<file path="config.mk">
export PLATFORM = sky130hd
export DESIGN_NAME = decoder_stream_ctrl
export DESIGN_NICKNAME = d
export VERILOG_FILES = /design/src/rtl/decoder_stream_ctrl.sv
export SDC_FILE = /design/constraint.sdc
export NUM_CORES = 1
export LEC_CHECK = 0
export CAP_MARGIN = 5
export CORE_ASPECT_RATIO = 1.75
export CORE_MARGIN = 1.5
export CORE_UTILIZATION = 40
export CTS_BUF_LIST = sky130_fd_sc_hd__clkbuf_8
export DETAILED_ROUTE_END_ITERATION = 10
export PLACE_DENSITY = 0.53
export SLEW_MARGIN = 10
export SYNTH_ARGS = -nofsm -noshare
export SYNTH_HDL_FRONTEND = slang
export SYNTH_SLANG_ARGS = --single-unit
</file>
<file path="constraint.sdc">
create_clock -name clk -period 8.4 [get_ports clk]
set_clock_uncertainty 0.1 [all_clocks]
set_input_delay 1.68 -clock clk [delete_from_list [all_inputs] [get_ports clk]]
set_output_delay 1.68 -clock clk [all_outputs]
set_load 0.01 [all_outputs]
</file>
<file path="src/rtl/decoder_stream_ctrl.sv">
// Codeword FIFO feeding an external cw->binary core, MSB-first bit packer and message sequencer.
// Optional sticky error flags (err port) are built when DEC_ERR_EN is defined.
module decoder_stream_ctrl #(
  parameter int CW_W      = 10,
  parameter int DEPTH     = 32,
  parameter int MSG_WORDS = 10,
  parameter int OUT_W     = 8
) (
  input  logic                   clk,
  input  logic                   rst_b,
  input  logic                   start,
  input  logic [CW_W-1:0]        cw_in,
  input  logic                   wr_en,
  output logic                   full,
  output logic                   empty,
  output logic [$clog2(DEPTH):0] level,
  output logic [CW_W-1:0]        core_word,
  output logic                   core_vld,
  input  logic                   core_rdy,
  input  logic                   core_bit,
  input  logic                   core_bit_vld,
  input  logic                   core_word_done,
  output logic [OUT_W-1:0]       msg_data,
  output logic                   msg_vld,
  output logic                   msg_done,
  output logic                   busy
`ifdef DEC_ERR_EN
  ,
  output logic [1:0]             err
`endif
);

  localparam int AW = $clog2(DEPTH);
  localparam int BW = $clog2(OUT_W + 1);
  localparam int WW = $clog2(MSG_WORDS + 1);

  typedef enum logic [2:0] {
    S_IDLE  = 3'd0,
    S_FETCH = 3'd1,
    S_WAIT  = 3'd2,
    S_FLUSH = 3'd3,
    S_DONE  = 3'd4
  } state_t;

  state_t            state_r;
  state_t            state_nxt_s;

  logic [CW_W-1:0]   mem_r [DEPTH];
  logic [AW:0]       wptr_r;
  logic [AW:0]       rptr_r;
  logic [AW:0]       level_s;
  logic              full_s;
  logic              empty_s;
  logic              pop_s;
  logic              wr_acc_s;
  logic              wr_drop_s;

  logic [WW-1:0]     word_cnt_r;
  logic [BW-1:0]     bit_cnt_r;
  logic [OUT_W-1:0]  packer_r;
  logic [OUT_W-1:0]  msg_data_r;
  logic              msg_vld_r;
  logic              msg_done_r;

  logic [OUT_W-1:0]  packer_shift_s;
  logic [BW-1:0]     bit_inc_s;
  logic              word_full_s;
  logic              word_last_s;
  logic [OUT_W-1:0]  flush_word_s;
  logic              in_wait_s;

  // FIFO status decode from the pointer pair (extra MSB distinguishes full from empty)
  assign level_s   = wptr_r - rptr_r;
  assign full_s    = (level_s == (AW+1)'(DEPTH));
  assign empty_s   = (level_s == {(AW+1){1'b0}});
  assign in_wait_s = (state_r == S_WAIT);

  assign core_vld  = (state_r == S_FETCH) && !empty_s;
  assign pop_s     = core_vld && core_rdy;
  // A pop in the same cycle frees the slot, so a write against a full FIFO still lands.
  assign wr_acc_s  = wr_en && (!full_s || pop_s);
  assign wr_drop_s = wr_en && !wr_acc_s;

  assign full      = full_s;
  assign empty     = empty_s;
  assign level     = level_s;
  assign core_word = empty_s ? {CW_W{1'b0}} : mem_r[rptr_r[AW-1:0]];
  assign busy      = (state_r != S_IDLE);
  assign msg_data  = msg_data_r;
  assign msg_vld   = msg_vld_r;
  assign msg_done  = msg_done_r;

  // Packer arithmetic shared by the WAIT and FLUSH paths
  assign packer_shift_s = {packer_r[OUT_W-2:0], core_bit};
  assign bit_inc_s      = bit_cnt_r + BW'(1);
  assign word_full_s    = (bit_inc_s == BW'(OUT_W));
  assign word_last_s    = (word_cnt_r == WW'(MSG_WORDS - 1));
  assign flush_word_s   = packer_r << (BW'(OUT_W) - bit_cnt_r);

  // FIFO storage: contents are qualified by the pointers, so no reset is needed
  always_ff @(posedge clk) begin
    if (wr_acc_s) begin
      mem_r[wptr_r[AW-1:0]] <= cw_in;
    end
  end

  // FIFO pointers
  always_ff @(posedge clk or negedge rst_b) begin
    if (!rst_b) begin
      wptr_r <= {(AW+1){1'b0}};
      rptr_r <= {(AW+1){1'b0}};
    end else begin
      if (wr_acc_s) begin
        wptr_r <= wptr_r + (AW+1)'(1);
      end
      if (pop_s) begin
        rptr_r <= rptr_r + (AW+1)'(1);
      end
    end
  end

  // FSM state register
  always_ff @(posedge clk or negedge rst_b) begin
    if (!rst_b) begin
      state_r <= S_IDLE;
    end else begin
      state_r <= state_nxt_s;
    end
  end

  // FSM next-state decode
  always_comb begin
    state_nxt_s = state_r;
    case (state_r)
      S_IDLE: begin
        if (start) begin
          state_nxt_s = S_FETCH;
        end else begin
          state_nxt_s = S_IDLE;
        end
      end
      S_FETCH: begin
        if (pop_s) begin
          state_nxt_s = S_WAIT;
        end else begin
          state_nxt_s = S_FETCH;
        end
      end
      S_WAIT: begin
        if (core_word_done && word_last_s) begin
          state_nxt_s = S_FLUSH;
        end else if (core_word_done) begin
          state_nxt_s = S_FETCH;
        end else begin
          state_nxt_s = S_WAIT;
        end
      end
      S_FLUSH: state_nxt_s = S_DONE;
      S_DONE:  state_nxt_s = S_IDLE;
      default: state_nxt_s = S_IDLE;
    endcase
  end

  // Message datapath: counters, packer and registered strobes
  always_ff @(posedge clk or negedge rst_b) begin
    if (!rst_b) begin
      word_cnt_r <= {WW{1'b0}};
      bit_cnt_r  <= {BW{1'b0}};
      packer_r   <= {OUT_W{1'b0}};
      msg_data_r <= {OUT_W{1'b0}};
      msg_vld_r  <= 1'b0;
      msg_done_r <= 1'b0;
    end else begin
      msg_vld_r  <= 1'b0;
      msg_done_r <= 1'b0;
      case (state_r)
        S_IDLE: begin
          if (start) begin
            word_cnt_r <= {WW{1'b0}};
            bit_cnt_r  <= {BW{1'b0}};
            packer_r   <= {OUT_W{1'b0}};
          end
        end
        S_WAIT: begin
          // The bit is taken before word_done advances the word count.
          if (core_bit_vld) begin
            packer_r <= packer_shift_s;
            if (word_full_s) begin
              msg_data_r <= packer_shift_s;
              msg_vld_r  <= 1'b1;
              bit_cnt_r  <= {BW{1'b0}};
            end else begin
              bit_cnt_r  <= bit_inc_s;
            end
          end
          if (core_word_done) begin
            word_cnt_r <= word_cnt_r + WW'(1);
          end
        end
        S_FLUSH: begin
          if (bit_cnt_r != {BW{1'b0}}) begin
            msg_data_r <= flush_word_s;
            msg_vld_r  <= 1'b1;
            bit_cnt_r  <= {BW{1'b0}};
          end
        end
        S_DONE: begin
          // Raised one cycle after any flush word so the last data always leads msg_done.
          msg_done_r <= 1'b1;
        end
        default: begin
          msg_done_r <= 1'b0;
        end
      endcase
    end
  end

`ifdef DEC_ERR_EN
  logic [1:0] err_r;
  logic       err_clr_s;
  logic [1:0] err_set_s;

  assign err_clr_s = start && (state_r == S_IDLE);
  assign err_set_s = {(core_bit_vld || core_word_done) && !in_wait_s, wr_drop_s};
  assign err       = err_r;

  // Sticky error flags, cleared by an accepted start
  always_ff @(posedge clk or negedge rst_b) begin
    if (!rst_b) begin
      err_r <= 2'b00;
    end else begin
      err_r <= (err_clr_s ? 2'b00 : err_r) | err_set_s;
    end
  end
`endif

endmodule
</file>
# After elaboration in Yosys (flattened, before gate mapping)
# Memory sizes are Yosys's and may differ from the RTL's.
# Index checks and enable logic that the tools add are counted.
[totals]
ram_bits = 320
regBits = 41
memories = 1
in_bits = 18
output_inout_bits = 30
[memory_table]
columns = ["memory", "depth", "word_bits", "rd", "rd_clocked_by_memory_dff", "write_ports", "line", "rtl"]
rows = [
  ["mem_r", 32, 10, 1, 0, 1, "48", "logic [CW_W-1:0] mem_r [DEPTH];"],
]
[classes]
n_mux = 27
eq_ne = 12
n_addsub = 6
reduce_logical = 18
shifts = 1
[ops]
columns = ["op", "count"]
rows = [
  ["8-bit 2-to-1 mux", 5],
  ["8-bit case mux with 2 select lines", 2],
  ["4-bit 2-to-1 mux", 5],
  ["6-bit by 1-bit adder with 6-bit output (second input constant)", 2],
  ["3-bit case mux with 4 select lines", 1],
  ["4-bit case mux with 3 select lines", 1],
  ["10-bit 2-to-1 mux", 1],
  ["2-bit inequality test (second input constant)", 5],
  ["4-bit by 1-bit adder with 4-bit output (second input constant)", 2],
  ["4-bit equality test (second input constant)", 2],
  ["4-bit case mux with 2 select lines", 1],
  ["4-bit AND reduction", 2],
  ["8-bit by 4-bit left shift with 8-bit output", 1],
  ["1-bit 2-to-1 mux", 7],
  ["3-bit by 2-bit equality test with 1-bit output (second input constant)", 2],
  ["6-bit equality test (second input constant)", 1],
  ["6-bit zero test", 1],
  ["2-bit 2-to-1 mux", 3],
  ["3-bit AND reduction", 2],
  ["3-bit nonzero test", 2],
  ["6-bit subtractor", 1],
  ["1-bit logical AND", 4],
  ["2-bit nonzero test", 2],
  ["4-bit nonzero test", 1],
  ["7 further kinds", 8],
]

# Longest topological paths before layout
# Gate-level depths: netlist of the first run.
[depth]
ltp_word = 9
mapped_depth = 12

# Least setup slack after synthesis of the first run
# No wires, ideal clock.
[synth_path]
path_kind = "flip-flop to output port"
startpoint = "register rptr_r[1]"
endpoint = "output core_word[0]"
setup_slack_ns = 3.855
n_path_buf = 4
arrival_time_ns = 2.765
required_ns = 6.620
path_stages_with_launch = 12
cell_sequence = "dfrtp_1 -> clkbuf_1 -> clkbuf_1 -> inv_1 -> ha_1 -> nor2b_1 -> o22ai_1 -> mux2i_1 -> and4bb_1 -> buf_6 -> buf_2 -> a21oi_1"
[synth_between]
elab_chain_cells = 3
elab_cells_between_ends = 4
cone_classes = "1 x add/sub; 1 x mux; 1 x reduce/logical; 1 x memory"
[synth_rtl]
columns = ["element", "line", "rtl"]
rows = [
  ["start, declared", "50", "logic [AW:0] rptr_r;"],
  ["start signal, assigned", "111", "rptr_r <= {(AW+1){1'b0}};"],
  ["start signal, assigned", "117", "rptr_r <= rptr_r + (AW+1)'(1);"],
  ["6-bit subtractor", "73", "assign level_s = wptr_r - rptr_r;"],
  ["6-bit zero test", "75", "assign empty_s = (level_s == {(AW+1){1'b0}});"],
  ["named net empty", "15", "output logic empty,"],
  ["10-bit 2-to-1 mux", "87", "assign core_word = empty_s ? {CW_W{1'b0}} : mem_r[rptr_r[AW-1:0]];"],
  ["end, declared", "17", "output logic [CW_W-1:0] core_word,"],
]
# The timed path passes the listed nets, and every way through them passes these cells.

# Final worst setup path of the first run
[layout_path]
startpoint = "register rptr_r[2]"
endpoint = "output empty"
[layout_between]
elab_chain_cells = 2
[layout_rtl]
columns = ["element", "line"]
rows = [
  ["6-bit subtractor", "73"],
  ["6-bit zero test", "75"],
  ["end, declared", "15"],
]
# Every way passes these cells.

==> results of run 1 <==
-- worst register-to-register path: cells and delay by family (launching register included) --
kind	cells	cell delay (ps)
fa+ha+maj	1	290
buf+inv	2	440
flops	1	1080
compound gates	2	390
mux	1	380
simple gates	3	1290
-- routing by layer --
| layer | track usage [%] | vias to the layer above | wire, um | share of wire, % |
|---|---|---|---|---|
| li1 | - | 3397 | - | - |
| met4 | 6.74 | 0 | 1040 | 2.9 |
| met1 | 21.1 | 4022 | 12900 | 36 |
| met2 | 38.2 | 195 | 21000 | 58 |
| met3 | 2.48 | 56 | 1220 | 3.4 |
| met5 | 0 | - | 0 | 0 |
-- state kept, by name, indices dropped and copies added, names as in the netlist --
| register | cells |
|---|---|
| wptr_r | 6 |
| bit_cnt_r | 4 |
| msg_done | 1 |
| mem_r | 320 |
| msg_vld | 1 |
| packer_r | 8 |
| word_cnt_r | 4 |
| msg_data | 8 |
| state_r | 3 |
| rptr_r | 6 |
-- logic make-up (layout without fill, tap and decap cells) --
group	Yosys count	count (layout)	share of synthesized area, %
flip-flops	361	361	71.0
AND/OR/NAND/NOR	145	145	4.87
multiplexers	122	122	16.8
buffers and inverters	66	202	2.02
AO/OA/AOI/OAI	64	64	2.86
XOR/XNOR	17	17	1.09
adder cells (fa/ha/maj)	16	16	1.39
other	0	1	0
-- report_power, final --
group	switching (mW)	internal [mW]
Clock	0.647	0.623
Sequential	0.211	2.11
Combinational	1.02	0.963
Total	1.88	3.70
-- synth_stat cells, types with 14 or more instances --
cell / n / area, um^2
sky130_fd_sc_hd__a21oi_1: 16 / 80.1
sky130_fd_sc_hd__buf_2: 14 / 70.1
sky130_fd_sc_hd__clkbuf_1: 19 / 71.3
sky130_fd_sc_hd__dfrtp_1: 41 / 1030
sky130_fd_sc_hd__edfxtp_1: 320 / 9610
sky130_fd_sc_hd__ha_1: 15 / 188
sky130_fd_sc_hd__inv_1: 22 / 82.6
sky130_fd_sc_hd__mux4_2: 103 / 2320
sky130_fd_sc_hd__nand2_1: 46 / 173
sky130_fd_sc_hd__nand3_1: 15 / 75.1
sky130_fd_sc_hd__nor3_1: 39 / 195
sky130_fd_sc_hd__o21ai_0: 14 / 70.1
-- worst max path at each step --
stage / startpoint / endpoint / slack (ps) / depth (start not counted)
2_1_floorplan: rptr_r[1]$_DFFE_PN0P_ / core_word[0] / 3860 / 11
3_3_place_gp: rptr_r[2]$_DFFE_PN0P_ / empty / 2870 / 7
3_5_place_dp: rptr_r[2]$_DFFE_PN0P_ / empty / 2730 / 7
4_1_cts: rptr_r[2]$_DFFE_PN0P_ / empty / 2080 / 7
5_1_grt: rptr_r[2]$_DFFE_PN0P_ / empty / 1910 / 7
6_report: rptr_r[2]$_DFFE_PN0P_ / empty / 2160 / 7
-- area by class of cell --
class / count / area share [%]
antenna: 1 / 0.0146
clock buffer: 51 / 4.11
clock inverter: 36 / 1.16
inverter: 22 / 0.483
multi-input combinational: 364 / 23.7
sequential: 361 / 62.3
tap: 475 / 3.48
timing repair buffer: 93 / 4.75
-- cells in the final DEF (no fill, tap or decap), types with 6 or more instances in the layout --
master / n
sky130_fd_sc_hd__o22ai_1: 9
sky130_fd_sc_hd__dfrtp_1: 39
sky130_fd_sc_hd__nor2_1: 13
sky130_fd_sc_hd__clkdlybuf4s50_1: 46
sky130_fd_sc_hd__clkbuf_8: 51
sky130_fd_sc_hd__a21oi_1: 16
sky130_fd_sc_hd__mux2_2: 9
sky130_fd_sc_hd__mux2i_1: 10
sky130_fd_sc_hd__clkinv_1: 12
sky130_fd_sc_hd__buf_4: 46
sky130_fd_sc_hd__o21ai_0: 14
sky130_fd_sc_hd__mux4_2: 103
sky130_fd_sc_hd__nor3_1: 39
sky130_fd_sc_hd__nand3_1: 15
sky130_fd_sc_hd__xnor2_1: 9
sky130_fd_sc_hd__edfxtp_1: 320
sky130_fd_sc_hd__nand2_1: 46
sky130_fd_sc_hd__ha_1: 15
sky130_fd_sc_hd__xor2_1: 6
sky130_fd_sc_hd__inv_1: 38
-- through the flow --
step | total power, mW | utilization, %
after floorplan | 3.57 | -
after global placement | 4.36 | 43.9
after detailed placement | 4.40 | 43.9
after CTS | 5.67 | 46.3
after global routing | 5.85 | 46.3
final | 5.58 | 46.3
==> flow_summary.json, run 1 <==
{
  "synthFlopType": "sky130_fd_sc_hd__edfxtp_1",
  "synth.avg_cell_area_um2": 18.9,
  "row_count": 93,
  "drtPass1Iterations": 4,
  "maximum_resistive_drop_on_vdd_mv": 0.124,
  "worstPathRequired_ps": 6620,
  "wl_per_cell_um": 25.8,
  "first_global_vias": 8254,
  "post_cts.resized_instances": 0,
  "cpMaxStageDelayCell": "sky130_fd_sc_hd__dfrtp_1",
  "critical_path.endpoint_type": "output pin",
  "setup_slack_ps": 2160,
  "synth_async_sr_flop_share_pct": 11.4,
  "multi_input_combinational_cell_area_um2": 4050,
  "critical-path-max-stage-delay_ps": 1080,
  "r2r_path_start": "rptr_r[2]$_DFFE_PN0P_",
  "drcViolationCount": 0,
  "startpoint_type": "register",
  "synth_area_um2": 15000,
  "fillerInstances": 3103,
  "floorplan.io_pins": 48,
  "timing.critical_path.fanout_max": 23,
  "number_of_flops_mapped_to_enable_cells_by_yosys": 320,
  "hold-path-endpoint": "msg_data[4]$_DFFE_PN0P_",
  "timing.final.crit_share_pct": 74.3,
  "timing.critical_path.cells": "inv_1 -> ha_1 -> xnor2_1 -> nor4_1 -> mux2i_1 -> and4bb_1 -> clkdlybuf4s50_1",
  "first_pass_grt_wire_length_um": 54300,
  "holdCritPathClass": "register to register",
  "setup_viols_final": 0,
  "synthDistinctLibCells": 53,
  "core-area_um2": 36900,
  "dpl.hpwl_um": 24200,
  "yosys_register_bits": 361,
  "worst_setup_hold_path_clk_slew_ps": 60,
  "dp_slack_ps": 2730,
  "final_max_slew_viol_count": 0,
  "cp.buffers_inverters": 2,
  "min_from": "msg_data[4]$_DFFE_PN0P_",
  "syn-num-nets": 825,
  "numClockSinks": 361,
  "grt.total_usage_pct": 19.5,
  "worstPathArrival_ps": 4460,
  "finalWeightedCongestion": 0.888,
  "path_delay_family": "simple AND/OR/NAND/NOR gates",
  "timing.hold.ws_ps": 406,
  "tightest_slew_ps": 1170,
  "grt_start_max_net_pins": 53,
  "final-instance-count-excl-fill": 1403,
  "fp.dieH_um": 259,
  "max_cap_violations": 0,
  "min_path_cells": 1,
  "hold_buffers": 0,
  "minimum_clock_period_ps": 6240,
  "via_count": 7670,
  "finalSetupTns_ps": 0,
  "layout.area.seq_um2": 10600,
  "layout-drive-gt1-share_pct": 24.7,
  "design.final.nets": 927,
  "clockRootBuffer": "sky130_fd_sc_hd__clkbuf_8",
  "sequential_area_share_after_synthesis_pct": 71.0,
  "fin_hold_viols": 0,
  "routed_wirelength_um": 36100,
  "max-clock-path-buffers": 3,
  "status": "finished clean",
  "clk_latency_ps": 600,
  "initial_core_util_pct": 40.6,
  "port-buffer-count": 47,
  "place_area_um2": 16200,
  "syn_inst": 791,
  "crit_type": "register to output pin",
  "dieWidth_um": 149,
  "detail_route.vias_per_cell": 5.47,
  "grt.overflow.total": 0,
  "antenna_left": 0,
  "power_leakage_nw": 5.71,
  "dpl.cell_count": 1315,
  "tritoncts_clock_tree": "built",
  "clock.fmax_ghz": 0.160,
  "postLayoutCellArea_um2": 17100,
  "synth_warnings": 0,
  "first_iter_violations": 522,
  "worst_r2r_endpoint": "mem_r[27][7]$_DFFE_PP_",
  "worst_slew_margin_rel_pct": 21.7,
  "r2r.worst_path.cells": 9,
  "power.density_nw_per_um2": 327,
  "initial_antenna_violation_count": 1,
  "rsz0062_at_grt": "no",
  "number_of_buffers_inserted_by_post_cts_setup_repair": 0,
  "cts_made_buffers": 51,
  "htreeDepth": 2,
  "areaGrowthSynthToFinish_pct": 14.0,
  "die_area_um2": 38700,
  "setup.reg_to_reg.worst_slack_ps": 4040
}
No activity file was read; power rests on OpenSTA's default activity.
==> inputs of run 2 (changes only) <==
Clock period 8.4 ns to 6.4 ns, I/O delays scaled along.
==> flow_summary.json, run 2 (synthesis gave the netlist of run 1 again) <==
{
  "power.share.clock_pct": 24.8,
  "port-buffer-count": 47,
  "areaGrowthSynthToFinish_pct": 14.6,
  "wl_per_cell_um": 25.0,
  "crit_type": "register to output pin",
  "routed_wirelength_um": 35100,
  "timing.final.crit_share_pct": 83.1,
  "floorplan.io_pins": 48,
  "hold_buffers": 0,
  "tightest_slew_ps": 1140,
  "timing.critical_path.cells": "buf_4 -> inv_1 -> ha_1 -> or2_1 -> o221ai_1 -> o211a_1 -> and4bb_1 -> clkdlybuf4s50_1",
  "finalWeightedCongestion": 0.834,
  "worst_slew_margin_rel_pct": 23.9,
  "path_delay_family": "buffers and inverters",
  "maximum_resistive_drop_on_vdd_mv": 0.273,
  "worst_setup_hold_path_clk_slew_ps": 70,
  "critical_path.endpoint_type": "output pin",
  "drtPass1Iterations": 5,
  "finalSetupTns_ps": 0,
  "initial_core_util_pct": 40.6,
  "power_leakage_nw": 5.75,
  "htreeDepth": 2,
  "max_cap_violations": 0,
  "numClockSinks": 361,
  "total_switching_power_mw": 2.44,
  "holdCritPathClass": "register to register",
  "final_max_slew_viol_count": 0,
  "post_cts.resized_instances": 0,
  "timing.critical_path.fanout_max": 23,
  "detail_route.vias_per_cell": 5.43,
  "clockRootBuffer": "sky130_fd_sc_hd__clkbuf_8",
  "largest_reg_flops": 320,
  "first_pass_grt_wire_length_um": 53100,
  "worstPathRequired_ps": 5020,
  "via_count": 7620,
  "first_iter_violations": 482,
  "first_global_vias": 8230,
  "die_area_um2": 38700,
  "clock.fmax_ghz": 0.188,
  "fp.dieH_um": 259,
  "timing.hold.ws_ps": 403,
  "max-clock-path-buffers": 3,
  "setup_viols_final": 0,
  "dieWidth_um": 149,
  "worstPathArrival_ps": 3940,
  "design.final.nets": 920,
  "pwr-share-seq_pct": 39.5,
  "critical-path-max-stage-delay_ps": 760,
  "layout-drive-gt1-share_pct": 24.8,
  "grt.total_usage_pct": 19.0,
  "power.density_nw_per_um2": 434,
  "grt.overflow.total": 0,
  "power_report.internal_total_mw": 5.01,
  "core-area_um2": 36900,
  "drcViolationCount": 0,
  "fin_hold_viols": 0,
  "mostFrequentLayoutCells": "320 x sky130_fd_sc_hd__edfxtp_1, 103 x sky130_fd_sc_hd__mux4_2, 52 x sky130_fd_sc_hd__clkbuf_8",
  "minimum_clock_period_ps": 5320,
  "clk_latency_ps": 610,
  "grt_start_max_net_pins": 84,
  "combinationalPowerShare_pct": 35.6,
  "cpMaxStageDelayCell": "sky130_fd_sc_hd__and4bb_1",
  "rsz0062_at_grt": "no",
  "cp.buffers_inverters": 3,
  "startpoint_type": "register",
  "antenna_left": 0,
  "cts_made_buffers": 52,
  "mostFrequentLayoutCell": "sky130_fd_sc_hd__edfxtp_1",
  "row_count": 93,
  "number_of_buffers_inserted_by_post_cts_setup_repair": 0,
  "initial_antenna_violation_count": 1,
  "status": "finished clean",
  "tritoncts_clock_tree": "built",
  "dpl.hpwl_um": 23100,
  "swShare_pct": 32.8
}
-- run 2: layer usage --
layer	part of all wire (%)	routed length, um	vias to the layer above	track usage [%]
li1	-	-	3386	-
met1	36	12500	4005	20.5
met4	3.2	1130	0	7.10
met3	3.3	1160	61	2.85
met5	0	0	-	0
met2	58	20300	168	36.8
-- run 2: path summary, 6_finish.rpt --
kind / from / slack [ps] / cells past startpoint / endpoint
min reg2reg: msg_data[4]$_DFFE_PN0P_ / 400 / 1 / msg_data[4]$_DFFE_PN0P_
max reg2reg: rptr_r[2]$_DFFE_PN0P_ / 2440 / 10 / mem_r[13][2]$_DFFE_PP_
max in group asynchronous: rst_b / 4700 / 1 / rptr_r[1]$_DFFE_PN0P_
min: msg_data[4]$_DFFE_PN0P_ / 400 / 1 / msg_data[4]$_DFFE_PN0P_
min in group asynchronous: rst_b / 740 / 1 / rptr_r[4]$_DFFE_PN0P_
max: rptr_r[2]$_DFFE_PN0P_ / 1080 / 8 / empty
-- run 2: per-stage QoR --
step                      instance area, um^2  util (%)  power, mW  worst slack, ps  std cells
after CTS                               17200      46.6       7.57             1010       1402
final                                   17200      46.6       7.45             1080       1403
after detailed placement                16100      43.7       5.71             1690       1307
after global placement                  16100      43.7       5.68             1770       1307
after floorplan                         15000         -       4.69             2260        791
after global routing                    17200      46.6       7.83              824       1403
-- run 2: worst reg2reg max path: stages, from the launching register on --
cell,delay (ps)
sky130_fd_sc_hd__dfrtp_1,330
sky130_fd_sc_hd__buf_4,390
sky130_fd_sc_hd__inv_1,160
sky130_fd_sc_hd__ha_1,250
sky130_fd_sc_hd__or2_1,250
sky130_fd_sc_hd__o221ai_1,250
sky130_fd_sc_hd__a21oi_1,190
sky130_fd_sc_hd__a211oi_4,410
sky130_fd_sc_hd__and2_1,950
sky130_fd_sc_hd__nor3_1,180
sky130_fd_sc_hd__buf_4,270
-- run 2: cell type report --
cell class | instances | area [um^2]
Tap cell | 475 | 594
Antenna cell | 1 | 2.50
Sequential cell | 361 | 10600
Inverter | 22 | 82.6
Fill cell | 3118 | 19700
Clock buffer | 52 | 716
Timing Repair Buffer | 85 | 753
Multi-Input combinational cell | 364 | 4050
Clock inverter | 43 | 330
-- run 2: power groups by stage --
| stage | sequential, mW | combinational [mW] | clock (mW) |
|---|---|---|---|
| after CTS | 2.95 | 2.72 | 1.91 |
| after floorplan | 2.89 | 1.80 | 0 |
| after global placement | 2.98 | 2.69 | 0 |
| final | 2.94 | 2.65 | 1.85 |
| after detailed placement | 3.00 | 2.71 | 0 |
| after global routing | 2.97 | 2.86 | 2.00 |
==> inputs of run 3 (changes only) <==
Settings changed: PLACE_DENSITY 0.53 to 0.55.
Clock period 6.4 ns to 4.4 ns, I/O delays scaled along.
==> flow_summary.json, run 3 (synthesis gave the netlist of run 1 again) <==
{
  "status": "finished clean",
  "r2r_path_start": "rptr_r[0]$_DFFE_PN0P_",
  "core-area_um2": 36900,
  "worst_slew_margin_rel_pct": 20.9,
  "busiest_layer": "met2",
  "timing.final.crit_share_pct": 96.4,
  "drcViolationCount": 0,
  "startpoint_type": "register",
  "combinationalPowerShare_pct": 36.2,
  "first_iter_violations": 359,
  "dp_slack_ps": 443,
  "layout.area.seq_um2": 10600,
  "drtPass1Iterations": 5,
  "timing.critical_path.fanout_max": 3,
  "fillerInstances": 3081,
  "detail_route.vias_per_cell": 5.44,
  "rsz0062_at_grt": "no",
  "mostFrequentLayoutCells": "320 x sky130_fd_sc_hd__edfxtp_1, 103 x sky130_fd_sc_hd__mux4_2, 51 x sky130_fd_sc_hd__clkbuf_8",
  "power.density_nw_per_um2": 626,
  "die_area_um2": 38700,
  "power_report.internal_total_mw": 7.29,
  "power_leakage_nw": 5.85,
  "initial_core_util_pct": 40.6,
  "port-buffer-count": 47,
  "clock.fmax_ghz": 0.236,
  "setup_slack_ps": 160,
  "dpl.cell_count": 1312,
  "grt.overflow.total": 0,
  "design.final.nets": 928,
  "worstPathRequired_ps": 3420,
  "dieWidth_um": 149,
  "tritoncts_clock_tree": "built",
  "fp.dieH_um": 259,
  "setup.reg_to_reg.worst_slack_ps": 1060,
  "clk_latency_ps": 590,
  "maximum_resistive_drop_on_vdd_mv": 0.319,
  "finalWeightedCongestion": 0.851,
  "antenna_left": 0,
  "final_max_slew_viol_count": 0,
  "fin_hold_viols": 0,
  "pwr-share-seq_pct": 39.2,
  "numClockSinks": 361,
  "grt_start_max_net_pins": 84,
  "wl_per_cell_um": 24.0,
  "dpl.hpwl_um": 22400,
  "row_count": 93,
  "grt.total_usage_pct": 18.2,
  "worst_setup_hold_path_clk_slew_ps": 70,
  "critical_path.endpoint_type": "output pin",
  "areaGrowthSynthToFinish_pct": 15.2,
  "first_pass_grt_wire_length_um": 51100,
  "initial_antenna_violation_count": 1,
  "crit_type": "register to output pin",
  "first_global_vias": 8335,
  "max-clock-path-buffers": 3,
  "routed_wirelength_um": 33900,
  "final_core_util_pct": 46.8,
  "via_count": 7667,
  "clockRootBuffer": "sky130_fd_sc_hd__clkbuf_8",
  "grt_use_met2_pct": 35.6,
  "layout-drive-gt1-share_pct": 25.9,
  "finalSetupTns_ps": 0,
  "minimum_clock_period_ps": 4240,
  "floorplan.io_pins": 48,
  "total_switching_power_mw": 3.51,
  "worstPathArrival_ps": 3260,
  "grt.met3_usage_pct": 2.55,
  "final-instance-count-excl-fill": 1410,
  "swShare_pct": 32.5,
  "grt_util_met1_pct": 18.6,
  "cts_made_buffers": 51,
  "power.share.clock_pct": 24.6,
  "r2r.worst_path.cells": 12,
  "max_cap_violations": 0,
  "setup_viols_final": 0,
  "worst_r2r_endpoint": "mem_r[14][6]$_DFFE_PP_",
  "multi_input_combinational_cell_area_um2": 4060,
  "tightest_slew_ps": 1180,
  "mostFrequentLayoutCell": "sky130_fd_sc_hd__edfxtp_1",
  "crit_start": "rptr_r[0]$_DFFE_PN0P_",
  "holdCritPathClass": "primary input to asynchronous set/reset pin",
  "htreeDepth": 2,
  "largest_reg_flops": 320
}
## run 3: changes by cell type in the layout (fill, tap and decap cells not counted), sizes merged
cell	change
clkbuf	-1
clkdlybuf4s50	-10
dlygate4sd2	+10
inv	-1
dlymetal6s2s	+2
buf	+7
## run 3: how the worst max path moves through the flow
stage | end | slack (ps)
2_1_floorplan | mem_r[10][0]$_DFFE_PP_ | 580
3_3_place_gp | empty | 590
3_5_place_dp | core_word[9] | 440
4_1_cts | full | -20
5_1_grt | full | 50
6_report | full | 160
## run 3: power by group through the flow
| stage | Sequential [mW] | Clock [mW] | Combinational [mW] |
|---|---|---|---|
| floorplan | 4.21 | 0 | 2.61 |
| global placement | 4.28 | 0 | 3.94 |
| detailed placement | 4.31 | 0 | 4.00 |
| CTS | 4.23 | 2.73 | 3.99 |
| global route | 4.27 | 2.86 | 4.22 |
| finish | 4.23 | 2.65 | 3.91 |
## run 3: layout make-up
| class | instances | area share [%] |
|---|---|---|
| flip-flops and latches | 361 | 61.6 |
| multi-input cells | 364 | 23.5 |
| repair buffers | 94 | 4.96 |
| clock buffers | 51 | 4.07 |
| well taps | 475 | 3.44 |
| clock inverters | 42 | 1.88 |
| inverters | 22 | 0.478 |
| diodes | 1 | 0.0145 |
## run 3: timing repair
item / in CTS / in global routing
gates resized for setup: 13 / 2
hold buffers: 0 / 0
pin swaps: 0 / 1
endpoints found under the setup margin: 12 / 3
endpoints found under the hold margin: 0 / 0
buffers inserted: 3 / 1
## run 3: routing by layer
metal / vias up / routed length (um)
met5: - / 0
met4: 0 / 1420
met3: 73 / 988
met2: 169 / 19700
met1: 4015 / 11800
li1: 3410 / -
## run 3: worst max-delay path, cell delays in order, from the launching register on
cell	delay, ps
sky130_fd_sc_hd__dfrtp_4	520
sky130_fd_sc_hd__ha_1	230
sky130_fd_sc_hd__fa_1	510
sky130_fd_sc_hd__inv_1	60
sky130_fd_sc_hd__nor4_1	260
sky130_fd_sc_hd__mux2i_1	140
sky130_fd_sc_hd__buf_4	160
sky130_fd_sc_hd__a211oi_4	210
sky130_fd_sc_hd__clkdlybuf4s50_1	570
## run 3: through the flow
stage / power, mW / cell area, um^2 / hold slack (ps)
after detailed placement: 8.30 / 16200 / 400
after global placement: 8.22 / 16200 / 394
after global routing: 11.3 / 17300 / 393
after CTS: 11.0 / 17200 / 321
final: 10.8 / 17300 / 343
after floorplan: 6.82 / 15000 / 381
